$ cat config.mk
export PLATFORM = sky130hd
export DESIGN_NAME = fs_rx_byte_fifo_flat
export DESIGN_NICKNAME = d
export VERILOG_FILES = /design/src/rtl/fs_rx_byte_fifo_if.sv /design/src/rtl/fs_rx_byte_fifo.sv /design/src/flat_wrapper.sv
export SDC_FILE = /design/constraint.sdc
export NUM_CORES = 1
export LEC_CHECK = 0
export CORE_ASPECT_RATIO = 1.4
export CORE_MARGIN = 4
export CORE_UTILIZATION = 59
export CTS_CLUSTER_SIZE = 24
export DETAILED_ROUTE_END_ITERATION = 10
export GPL_TIMING_DRIVEN = 0
export PLACE_DENSITY_LB_ADDON = 0.1
export SKIP_CTS_REPAIR_TIMING = 1
export SYNTH_ARGS = -nofsm -noshare
export SYNTH_HDL_FRONTEND = slang
export SYNTH_SLANG_ARGS = --single-unit
$ cat constraint.sdc
create_clock -name i_clk -period 3.5 [get_ports i_clk]
set_input_delay 0.7 -clock i_clk [delete_from_list [all_inputs] [get_ports i_clk]]
set_output_delay 0.7 -clock i_clk [all_outputs]
set_load 0.05 [all_outputs]
$ cat src/rtl/fs_rx_byte_fifo_if.sv
// ---------------------------------------------------------------------------
// fs_rx_byte_fifo_if
// Bundles the receiver-side byte strobe, the bus-side valid/ready stream and
// the status/overflow signals of fs_rx_byte_fifo.
//
// Signals:
//   i_data / i_valid      byte strobe from the fast-serial receiver
//   o_data / o_valid      head byte of the first-word-fall-through stream
//   i_ready               consumer accepts o_data when o_valid=1
//   o_level               bytes held, output register included
//   o_full / o_empty      decodes of o_level
//   o_overflow            sticky drop flag
//   i_clr_overflow        synchronous clear of o_overflow (and drop counter)
//   o_drop_count          saturating drop counter (FS_RX_FIFO_DROP_CNT_EN only)
//
// Modports: slave = the FIFO, master = the logic driving/consuming it.
// Optional feature macro: FS_RX_FIFO_DROP_CNT_EN
// ---------------------------------------------------------------------------
interface fs_rx_byte_fifo_if #(
    parameter int DATA_W     = 8,
    parameter int DEPTH_LOG2 = 4
);
    logic [DATA_W-1:0]   i_data;
    logic                i_valid;
    logic [DATA_W-1:0]   o_data;
    logic                o_valid;
    logic                i_ready;
    logic [DEPTH_LOG2:0] o_level;
    logic                o_full;
    logic                o_empty;
    logic                o_overflow;
    logic                i_clr_overflow;
`ifdef FS_RX_FIFO_DROP_CNT_EN
    logic [15:0]         o_drop_count;

    modport slave (
        input  i_data, i_valid, i_ready, i_clr_overflow,
        output o_data, o_valid, o_level, o_full, o_empty, o_overflow, o_drop_count
    );
    modport master (
        output i_data, i_valid, i_ready, i_clr_overflow,
        input  o_data, o_valid, o_level, o_full, o_empty, o_overflow, o_drop_count
    );
`else
    modport slave (
        input  i_data, i_valid, i_ready, i_clr_overflow,
        output o_data, o_valid, o_level, o_full, o_empty, o_overflow
    );
    modport master (
        output i_data, i_valid, i_ready, i_clr_overflow,
        input  o_data, o_valid, o_level, o_full, o_empty, o_overflow
    );
`endif
endinterface

$ cat src/rtl/fs_rx_byte_fifo.sv
// ---------------------------------------------------------------------------
// fs_rx_byte_fifo
// Elastic byte buffer between the fast-serial receiver (un-stallable
// single-cycle strobes) and an Avalon-ST style valid/ready consumer.
// Storage is a (DEPTH-1)-entry circular RAM plus a registered output stage
// that gives first-word-fall-through behaviour; total capacity is DEPTH.
// Bytes arriving while full with no pop are dropped and flag o_overflow.
//
// Ports:
//   i_clk    system clock, rising edge
//   i_rst_n  asynchronous active-low reset
//   bus      fs_rx_byte_fifo_if.slave (data in/out, handshake, status)
//
// Optional feature macro: FS_RX_FIFO_DROP_CNT_EN adds bus.o_drop_count, a
// 16-bit saturating count of dropped bytes cleared by i_clr_overflow.
// ---------------------------------------------------------------------------
module fs_rx_byte_fifo #(
    parameter int DEPTH_LOG2 = 4,
    parameter int DATA_W     = 8
) (
    input  logic             i_clk,
    input  logic             i_rst_n,
    fs_rx_byte_fifo_if.slave bus
);
    localparam int RAM_N = (2 ** DEPTH_LOG2) - 1;
    localparam logic [DEPTH_LOG2:0]   LVL_FULL = (DEPTH_LOG2+1)'(2 ** DEPTH_LOG2);
    localparam logic [DEPTH_LOG2-1:0] PTR_LAST = DEPTH_LOG2'(RAM_N - 1);

    // Pointers wrap modulo DEPTH-1, not modulo 2**DEPTH_LOG2.
    function automatic logic [DEPTH_LOG2-1:0] next_ptr(input logic [DEPTH_LOG2-1:0] p);
        return (p == PTR_LAST) ? '0 : p + 1'b1;
    endfunction

    logic [DATA_W-1:0]     ram_q [RAM_N];

    logic [DEPTH_LOG2-1:0] rd_ptr_q, rd_ptr_d;
    logic [DEPTH_LOG2-1:0] wr_ptr_q, wr_ptr_d;
    logic [DEPTH_LOG2:0]   level_q, level_d;
    logic [DATA_W-1:0]     out_data_q, out_data_d;
    logic                  out_valid_q, out_valid_d;
    logic                  ovf_q, ovf_d;

    logic                  pop, push, drop, bypass, ram_we, ram_empty;
    logic [DEPTH_LOG2:0]   ram_cnt;

    // RAM occupancy is everything held except the output register.
    assign ram_cnt   = level_q - {{DEPTH_LOG2{1'b0}}, out_valid_q};
    assign ram_empty = (ram_cnt == '0);

    assign pop    = out_valid_q && bus.i_ready;
    assign push   = bus.i_valid && ((level_q < LVL_FULL) || pop);
    assign drop   = bus.i_valid && !push;
    // Output register is free after this cycle: either it was empty, or it
    // is being popped with nothing in RAM to refill it.
    assign bypass = push && (!out_valid_q || (pop && ram_empty));
    assign ram_we = push && !bypass;

    always_comb begin
        rd_ptr_d    = rd_ptr_q;
        wr_ptr_d    = wr_ptr_q;
        out_data_d  = out_data_q;
        out_valid_d = out_valid_q;
        ovf_d       = ovf_q;

        if (pop && !ram_empty) begin
            out_data_d  = ram_q[rd_ptr_q];
            out_valid_d = 1'b1;
            rd_ptr_d    = next_ptr(rd_ptr_q);
        end else if (bypass) begin
            out_data_d  = bus.i_data;
            out_valid_d = 1'b1;
        end else if (pop) begin
            out_valid_d = 1'b0;
        end

        if (ram_we) begin
            wr_ptr_d = next_ptr(wr_ptr_q);
        end

        level_d = level_q + {{DEPTH_LOG2{1'b0}}, push} - {{DEPTH_LOG2{1'b0}}, pop};

        // Set beats clear when both happen in the same cycle.
        if (drop) begin
            ovf_d = 1'b1;
        end else if (bus.i_clr_overflow) begin
            ovf_d = 1'b0;
        end
    end

    always_ff @(posedge i_clk or negedge i_rst_n) begin
        if (!i_rst_n) begin
            rd_ptr_q    <= '0;
            wr_ptr_q    <= '0;
            level_q     <= '0;
            out_data_q  <= '0;
            out_valid_q <= 1'b0;
            ovf_q       <= 1'b0;
        end else begin
            rd_ptr_q    <= rd_ptr_d;
            wr_ptr_q    <= wr_ptr_d;
            level_q     <= level_d;
            out_data_q  <= out_data_d;
            out_valid_q <= out_valid_d;
            ovf_q       <= ovf_d;
        end
    end

    // Storage array carries no reset; validity is tracked by the pointers.
    always_ff @(posedge i_clk) begin
        if (ram_we) begin
            ram_q[wr_ptr_q] <= bus.i_data;
        end
    end

    assign bus.o_data     = out_data_q;
    assign bus.o_valid    = out_valid_q;
    assign bus.o_level    = level_q;
    assign bus.o_full     = (level_q == LVL_FULL);
    assign bus.o_empty    = (level_q == '0);
    assign bus.o_overflow = ovf_q;

`ifdef FS_RX_FIFO_DROP_CNT_EN
    logic [15:0] drop_cnt_q, drop_cnt_d;

    function automatic logic [15:0] sat_inc(input logic [15:0] v);
        return (v == 16'hFFFF) ? v : v + 16'd1;
    endfunction

    // A clear and a drop in the same cycle restart the count at one.
    always_comb begin
        drop_cnt_d = drop_cnt_q;
        if (bus.i_clr_overflow) begin
            drop_cnt_d = drop ? 16'd1 : 16'd0;
        end else if (drop) begin
            drop_cnt_d = sat_inc(drop_cnt_q);
        end
    end

    always_ff @(posedge i_clk or negedge i_rst_n) begin
        if (!i_rst_n) begin
            drop_cnt_q <= '0;
        end else begin
            drop_cnt_q <= drop_cnt_d;
        end
    end

    assign bus.o_drop_count = drop_cnt_q;
`endif
endmodule

$ cat src/flat_wrapper.sv
// flat-port wrapper written by rule: the top's interface ports become plain ports
module fs_rx_byte_fifo_flat 
#(
    parameter int DEPTH_LOG2 = 4,
    parameter int DATA_W     = 8
)
  (i_clk, i_rst_n, bus_i_data, bus_i_valid, bus_i_ready, bus_i_clr_overflow, bus_o_data, bus_o_valid, bus_o_level, bus_o_full, bus_o_empty, bus_o_overflow);
  fs_rx_byte_fifo_if #(.DATA_W(DATA_W), .DEPTH_LOG2(DEPTH_LOG2)) bus_i ();
  input  logic i_clk;
  input  logic i_rst_n;
  input wire logic [$bits(bus_i.i_data)-1:0] bus_i_data;
  input wire logic [$bits(bus_i.i_valid)-1:0] bus_i_valid;
  input wire logic [$bits(bus_i.i_ready)-1:0] bus_i_ready;
  input wire logic [$bits(bus_i.i_clr_overflow)-1:0] bus_i_clr_overflow;
  output wire logic [$bits(bus_i.o_data)-1:0] bus_o_data;
  output wire logic [$bits(bus_i.o_valid)-1:0] bus_o_valid;
  output wire logic [$bits(bus_i.o_level)-1:0] bus_o_level;
  output wire logic [$bits(bus_i.o_full)-1:0] bus_o_full;
  output wire logic [$bits(bus_i.o_empty)-1:0] bus_o_empty;
  output wire logic [$bits(bus_i.o_overflow)-1:0] bus_o_overflow;
  assign bus_i.i_data = bus_i_data;
  assign bus_i.i_valid = bus_i_valid;
  assign bus_i.i_ready = bus_i_ready;
  assign bus_i.i_clr_overflow = bus_i_clr_overflow;
  assign bus_o_data = bus_i.o_data;
  assign bus_o_valid = bus_i.o_valid;
  assign bus_o_level = bus_i.o_level;
  assign bus_o_full = bus_i.o_full;
  assign bus_o_empty = bus_i.o_empty;
  assign bus_o_overflow = bus_i.o_overflow;
  fs_rx_byte_fifo #(.DEPTH_LOG2(DEPTH_LOG2), .DATA_W(DATA_W)) u_core (.i_clk(i_clk), .i_rst_n(i_rst_n), .bus(bus_i));
endmodule
* Word level (Yosys, flattened, before mapping)
Memory sizes are Yosys's and may differ from the RTL's.
Cells that the tools add are included.
** Storage, ports and cells
- Register bits after elaboration :: 23
- RAM bits :: 120
- Bits of input ports :: 13
- Output and inout port bits :: 17
- Word-level logic and storage cells :: 45
- Memories :: 1
** Operators by class
- Add/sub/neg operators :: 5
- Magnitude comparators :: 1
- Eq/ne operators :: 3
- Muxes and demuxes :: 11
- Reduce and logical (&&, ||, !) cells :: 18
** Memories
- u_core.ram_q :: words 15, width 8, rd ports 1, clocked after Yosys merged registers in 0, write ports 1, RTL line fs_rx_byte_fifo.sv:34 : logic [DATA_W-1:0] ram_q [RAM_N];
** Operators by type and width (number)
- two-way mux 8 bit :: 2
- logical NOT 5 bit :: 2
- subtractor 5 x 1 -> 5 bit :: 2
- adder 4 x 1 -> 4 bit, second input constant :: 2
- equality test 4 bit, second input constant :: 2
- two-way mux 4 bit :: 2
- logical AND 1 bit :: 7
- two-way mux 1 bit :: 7
- adder 5 x 1 -> 5 bit :: 1
- equality test 5 bit, second input constant :: 1
- < comparator 5 bit, second input constant :: 1
- logical NOT 1 bit :: 4
- nonzero test 2 bit :: 2
- nonzero test 3 bit :: 1
- logical OR 1 bit :: 2

* Depth between registers and ports, before layout
Gate-level depths: netlist (run 1).
- Depth in word-level cells :: 9
- Gate-level depth with buffers :: 12
- Depth with buffers taken out :: 12

* Worst setup path before layout (run 1)
OpenSTA, ideal clock, no wires.
- Path type :: register to output
- From :: register u_core.level_q[2] (netlist: u_core.bus.o_level[2])
- To :: output port bus_o_empty
- Arrival time :: 2561 ps
- Data required time :: 2800 ps
- Slack :: 239 ps
- Stages on the path, launching flop included :: 4
- Buffers on the path :: 0
- Cell sequence :: dfrtp_1 > inv_1 > ha_1 > nor4b_1
** On the way
- Longest elaborated chain between the ends :: 1
** Ends and longest elaborated chain
- from (decl) :: RTL line fs_rx_byte_fifo.sv:38 : logic [DEPTH_LOG2:0] level_q, level_d;
- from (signal assigned) :: RTL line fs_rx_byte_fifo.sv:101 : level_q <= level_d;
- logical NOT 5 bit :: RTL line fs_rx_byte_fifo.sv:119 : assign bus.o_empty = (level_q == '0);
- to (decl) :: RTL line flat_wrapper.sv:19 : output wire logic [$bits(bus_i.o_empty)-1:0] bus_o_empty;
No other way between the ends.

* Final worst setup path (run 1)
- From :: register u_core.level_q[2] (netlist: u_core.bus.o_level[2])
- To :: memory u_core.ram_q[13][2] (enable)
** On the way
- Longest elaborated chain between the ends :: 9
- Elaborated cells between the ends (all ways) :: 12
- Those cells by class :: 1 x add/sub; 1 x order compare; 2 x mux; 8 x reduce/logical
** Ends and longest elaborated chain
- subtractor 5 x 1 -> 5 bit :: RTL line fs_rx_byte_fifo.sv:47 : assign ram_cnt = level_q - {{DEPTH_LOG2{1'b0}}, out_valid_q};
- logical NOT 5 bit :: RTL line fs_rx_byte_fifo.sv:48 : assign ram_empty = (ram_cnt == '0);
- logical AND 1 bit :: RTL line fs_rx_byte_fifo.sv:55 : assign bypass = push && (!out_valid_q || (pop && ram_empty));
- logical OR 1 bit :: RTL line fs_rx_byte_fifo.sv:55
- logical AND 1 bit :: RTL line fs_rx_byte_fifo.sv:55
- logical NOT 1 bit :: RTL line fs_rx_byte_fifo.sv:56 : assign ram_we = push && !bypass;
- logical AND 1 bit (*) :: RTL line fs_rx_byte_fifo.sv:56
- two-way mux 1 bit (*) :: RTL line fs_rx_byte_fifo.sv:110 : if (ram_we) begin
- two-way mux 1 bit (implied by the code) (*) :: RTL line fs_rx_byte_fifo.sv:111 : ram_q[wr_ptr_q] <= bus.i_data;
- to (decl) :: RTL line fs_rx_byte_fifo.sv:34
Every way passes the cells marked *; elsewhere a longest branch is shown, timed or not.

==> reports/qor.csv, run 1 <==
metric,value,unit
status,"finished, final reports clean",
total_power,6.23,mW
core_area,9850,µm²
ys_top_cells_by_area,"edfxtp_1 61%, dfrtp_1 9.7%, mux4_2 9.1%",
root_buffer,clkbuf_16,
hold_path.class,flip-flop to flip-flop,
hold_slack,544,ps
yosysTopAreaCellShare,60.7,%
row_count,43,
cts.path.max_buffers,2,
setup_viol,0,
ys_warn_count,0,
internal_power,4.11,mW
htreeDepth,4,
diodes,0,
synth_ff_type,edfxtp_1,
clock.fmax,312,MHz
wl,12300,µm
drtPass1Iterations,5,
post-dp-hpwl,8030,µm
vias,3346,
cts_sinks,143,
min_period_over_period,91.6,%
synth_fp_nets,382,
start_util,60.3,%
boundaryPins,30,
wirelength_met1,4990,µm
nNetsFinal,436,
path_class,flip-flop to flip-flop,
drv_slew,0,
finalHoldViolCount,0,
area_growth,19.4,%
grt_pass1_wl,19600,µm
avgSynthCellArea,16.5,µm²
cts_tree,built,
drc,0,
die_h,127,µm
critPathLaunchType,flip-flop,
reg2regPathDepth,7,
gp_congestion,0.871,
hold_depth,2,
met3_length,588,µm
crit_required,3530,ps
dieArea,11700,µm²
clock_latency,420,ps
p_switching,2.12,mW
pwr-share-seq,35.4,%
fillers,635,
synth_seq_area_share,70.4,%
finClkSkew,13.0,ps
highest_layer,met4,
p_clk_share,29.5,%
regToRegSetupSlack,300,ps
slew_headroom,14.3,%
cp_max_fo,10,
ant_nets,0,
path_clk_slew,60,ps
tightest_slew,1280,ps
die_x,92.8,µm
grt_use_total,23.2,%
antenna_found_initial,0,
synth_area,5930,µm²
viasPerCell,5.98,
switching_share,34.0,%
p_per_area,880,nW/µm²
drtIter0Drc,249,
netlist_instances,360,
crit_arrival,3230,ps
wl_per_cell,22.0,µm
grt.overflow.total,0,
async_reset_ff_share,16.1,%
synth_edf_count,120,
grt_pass1_vias,3404,
drive_gt1_share,17.6,%
grt_max_degree,24,
p_comb_share,35.2,%
rsz0062_at_grt,false,
min_period,3200,ps
ys_ff_latch,143,
drv_cap,0,
fin_tns_setup,0,ps
worstSetupEndpointType,flip-flop,
cts_made_buffers,17,
wl_met2,6560,µm
synth_cell_types,39,
peakVddDrop,0.527,mV
yosys.area.top_type,edfxtp_1,
portBuffers,29,
p_leak,2.50,nW
==> layout make-up <==
| class | count | area [µm²] | share of cell area (%) |
|---|---|---|---|
| sequential | 143 | 4180 | 59.0 |
| multi-input combinational | 183 | 1670 | 23.5 |
| clock buffer | 19 | 433 | 6.11 |
| timing repair buffer | 35 | 335 | 4.73 |
| tap | 135 | 169 | 2.38 |
| clock inverter | 11 | 168 | 2.37 |
| buffer | 21 | 86.3 | 1.22 |
| inverter | 13 | 48.8 | 0.689 |
==> synthesized netlist by cell type (6+ instances only) <==
cell / number
a21oi_1: 12
a22o_1: 9
buf_2: 6
clkbuf_1: 12
dfrtp_1: 23
edfxtp_1: 120
ha_1: 8
inv_1: 13
mux2i_1: 24
mux4_2: 24
nand2_1: 16
nor2_1: 19
nor3_1: 16
o21ai_0: 16
==> kinds of logic after synthesis <==
logic type | synth area share, %
DFF | 70.4
and+or+nand+nor | 5.69
AOI/OAI and AO/OA | 5.48
muxes | 13.3
buffers and inverters | 2.28
adders and majority gates | 2.02
xor gates and xnor gates | 0.738
==> path summary, 6_finish.rpt <==
path / to / from
max in group asynchronous: u_core.bus.o_valid / i_rst_n
hold reg to reg: u_core.bus.o_overflow / u_core.bus.o_overflow
setup reg to reg: u_core.ram_q[13][2] / u_core.bus.o_level[2]
min in group asynchronous: u_core.bus.o_data[1] / i_rst_n
hold / removal: u_core.bus.o_overflow / u_core.bus.o_overflow
setup / recovery: u_core.ram_q[13][2] / u_core.bus.o_level[2]
==> power by group through the flow <==
| stage | logic, mW | registers, mW | clock network, mW |
|---|---|---|---|
| finish | 2.19 | 2.21 | 1.84 |
| detailed placement | 2.18 | 2.23 | 0 |
| CTS | 2.21 | 2.21 | 1.84 |
| floorplan | 1.27 | 2.50 | 0 |
| global route | 2.38 | 2.23 | 1.92 |
| global placement | 2.10 | 2.22 | 0 |
==> placed cells by master, fill, tap and decap left out, drive strengths merged, types with 2 or more instances in the layout <==
cell type	n
a21o	2
a21oi	12
a22o	9
a311oi	2
a31o	2
buf	14
bufinv	4
clkbuf	32
clkdlybuf4s50	29
clkinv	5
clkinvlp	2
dfrtp	23
edfxtp	120
ha	8
inv	13
mux2i	24
mux4	24
nand2	16
nand2b	4
nand3	2
nor2	19
nor3	16
nor4	5
o211ai	2
o21ai	16
o31ai	2
xnor2	3
xor2	2
==> per-layer routing <==
layer | track usage (%) | vias up
li1 | - | 1505
met1 | 29.6 | 1705
met2 | 39.3 | 115
met3 | 4.80 | 21
met4 | 8.80 | 0
met5 | 0 | -
==> worst max-delay path, cell delays in order (launching register included) <==
cell and delay [ps]:
dfrtp_1 420, inv_1 110, ha_1 260, and3_1 190, o211a_1 230, a31o_2 260
clkbuf_1 270, nor3_1 1080
==> through the flow <==
stage | utilization (%) | instance area (µm²) | std cells | worst slack (ps)
5_1_grt | 72.0 | 7080 | 560 | 71.5
2_1_floorplan | - | 5930 | 360 | 239
6_report | 72.0 | 7080 | 560 | 295
4_1_cts | 71.8 | 7070 | 559 | -3.18
3_5_place_dp | 65.7 | 6470 | 529 | -122
3_3_place_gp | 64.9 | 6390 | 524 | -426
==> sequential cells by signal, summed over array words and instances, names as in the netlist <==
| register | count |
|---|---|
| u_core.ram_q | 120 |
| u_core.bus.o_overflow | 1 |
| u_core.bus.o_valid | 1 |
| u_core.wr_ptr_q | 4 |
| u_core.bus.o_level | 5 |
| u_core.rd_ptr_q | 4 |
| u_core.bus.o_data | 8 |
No activity file was read; power rests on OpenSTA's default activity.
==> run 2, diff against run 1 <==
--- a/config.mk
+++ b/config.mk
@@ -5,7 +5,7 @@
 export SDC_FILE = /design/constraint.sdc
 export NUM_CORES = 1
 export LEC_CHECK = 0
-export CORE_ASPECT_RATIO = 1.4
+export ABC_CLOCK_PERIOD_IN_PS = 3500
 export CORE_MARGIN = 4
 export CORE_UTILIZATION = 59
 export CTS_CLUSTER_SIZE = 24
==> reports/qor.csv, run 2 (synthesis gave the netlist of run 1 again) <==
metric,value,unit,change
status,"finished, final reports clean",,
grt_use_total,23.1,%,-0.12 points
hold_depth,2,,unchanged
cp_top_family,simple AND/OR/NAND/NOR gates,,
drc,0,,unchanged
drv_cap,0,,unchanged
pre_cts_slack,-250,ps,-128 ps
final_cell_mix,"120 x edfxtp_1, 29 x clkdlybuf4s50_1, 24 x mux2i_1, 24 x mux4_2, 23 x dfrtp_1",,
largest_reg_flops,120,,unchanged
slew_headroom,8.63,%,-5.6 points
cp_max_fo,8,,-2
nNetsFinal,436,,unchanged
setup_viol,0,,unchanged
drv_slew,0,,unchanged
critical_path_cell_count,7,,unchanged
crit_path_cell_trace,inv_1 -> ha_1 -> xnor2_1 -> a31o_1 -> a31o_2 -> or2_2 -> nor3_1,,
viasPerCell,6.14,,+2.7%
peakVddDrop,0.514,mV,-2.4%
met3_length,861,µm,+46%
min_period_over_period,94.2,%,+2.7 points
antenna_found_initial,0,,unchanged
p_leak,2.48,nW,-0.92%
crit_arrival,3430,ps,+200 ps
critPathMaxStageDelay,1080,ps,about the same
finalHoldViolCount,0,,unchanged
clock.fmax,303,MHz,-2.8%
start_util,60.7,%,+0.44 points
instances_no_fill,560,,unchanged
wl,12300,µm,-0.26%
p_per_area,871,nW/µm²,-1.0%
drive_gt1_share,17.1,%,-0.55 points
min_from,u_core.bus.o_overflow,,
vias,3438,,+2.7%
cts_tree,built,,
pwr-share-seq,36.1,%,+0.7 points
path_clk_slew,60,ps,about the same
crit_required,3630,ps,+100 ps
tightest_slew,1360,ps,+83.9 ps
seqCellArea,4180,µm²,unchanged
drtIter0Drc,310,,+24%
p_switching,2.12,mW,+0.32%
worst_slack,201,ps,-93.6 ps
final_common_cell,edfxtp_1,,
ant_nets,0,,unchanged
internal_power,4.01,mW,-2.6%
finClkSkew,9.86,ps,-3.12 ps
placed_cells,527,,-0.38%
boundaryPins,30,,unchanged
p_clk_share,28.3,%,-1.2 points
grt_max_degree,24,,unchanged
fillers,639,,+0.63%
grt_pass1_wl,19000,µm,-3.1%
highest_layer,met4,,
wl_met2,5950,µm,-9.3%
cpMaxStageDelayCell,nor3_1,,
root_buffer,clkbuf_8,,
drtPass1Iterations,5,,unchanged
startpoint,u_core.bus.o_level[1],,
wl_per_cell,21.9,µm,-0.26%
cts.path.max_buffers,2,,unchanged
hold_path.class,flip-flop to flip-flop,,
portBuffers,29,,unchanged
area_growth,18.7,%,
r2r-start,u_core.bus.o_level[1],,
clock_latency,520,ps,+100 ps
critPathLaunchType,flip-flop,,
cts_made_buffers,17,,unchanged
path_class,flip-flop to flip-flop,,
die_h,108,µm,-15%
die_x,108,µm,+17%
reg2regPathDepth,7,,unchanged
rsz0062_at_grt,false,,
cts_sinks,143,,unchanged
grt_pass1_vias,3333,,-2.1%
gp_congestion,0.901,,+3.4%
largest_register,u_core.ram_q,,
worstSetupEndpointType,flip-flop,,
multi_input_area,1660,µm²,-0.45%
row_count,36,,-16%
post-dp-hpwl,7690,µm,-4.3%
core_area,9770,µm²,-0.72%
diodes,0,,unchanged
cp_num_buf_inv,1,,-1
p_comb_share,35.6,%,+0.4 points
min_period,3300,ps,+93.6 ps
htreeDepth,4,,unchanged
grt.overflow.total,0,,unchanged
wirelength_met1,5170,µm,+3.5%
dieArea,11700,µm²,-0.19%
switching_share,34.7,%,+0.68 points
-- run 2: cell count changes in the layout (fill, tap and decap cells not counted), sizes merged --
cell	change
clkinvlp	+2
bufinv	-1
buf	+1
clkinv	+1
clkbuf	-1
-- run 2: layout make-up --
class / instances / area share, %
Inverter: 13 / 0.693
Sequential cell: 143 / 59.3
Timing Repair Buffer: 35 / 4.76
Tap cell: 133 / 2.36
Multi-Input combinational cell: 183 / 23.5
Buffer: 21 / 1.23
Clock buffer: 19 / 5.99
Clock inverter: 13 / 2.08
-- run 2: worst reg2reg max path: cells and delay by family (launching register included) --
kind	cells	cell delay (ps)
simple gates	2	1420
compound gates	2	560
flops	1	460
fa+ha+maj	1	220
buf+inv	1	130
xor+xnor	1	120
-- run 2: power by group through the flow --
stage / sequential [mW] / clock [mW] / combinational (mW)
after global placement: 2.22 / 0 / 2.10
after CTS: 2.21 / 1.75 / 2.19
after global routing: 2.23 / 1.84 / 2.37
after detailed placement: 2.24 / 0 / 2.16
after floorplan: 2.50 / 0 / 1.27
final: 2.21 / 1.73 / 2.18
-- run 2: metal layers --
| layer | global-route usage, % | up-vias |
|---|---|---|
| met4 | 8.75 | 0 |
| met2 | 35.6 | 152 |
| li1 | - | 1516 |
| met3 | 6.45 | 31 |
| met5 | 0 | - |
| met1 | 31.8 | 1739 |
-- run 2: metrics by stage --
step / util (%) / hold WS, ps / total power, mW / TNS, ps / cell area, µm²
after floorplan: - / 404 / 3.76 / 0 / 5930
after global placement: 65.4 / 516 / 4.32 / -9450 / 6390
after detailed placement: 66.1 / 523 / 4.40 / -2000 / 6460
after CTS: 71.9 / 532 / 6.14 / -1270 / 7030
after global routing: 72.0 / 571 / 6.44 / 0 / 7040
final: 72.0 / 527 / 6.13 / 0 / 7040
-- run 2: worst paths after layout --
| check | end | slack, ps |
|---|---|---|
| hold reg to reg | u_core.bus.o_overflow | 530 |
| max in group asynchronous | u_core.wr_ptr_q[3] | 2080 |
| min in group asynchronous | u_core.bus.o_level[1] | 760 |
| setup reg to reg | u_core.ram_q[6][4] | 200 |
| setup / recovery | u_core.ram_q[6][4] | 200 |
| hold / removal | u_core.bus.o_overflow | 530 |
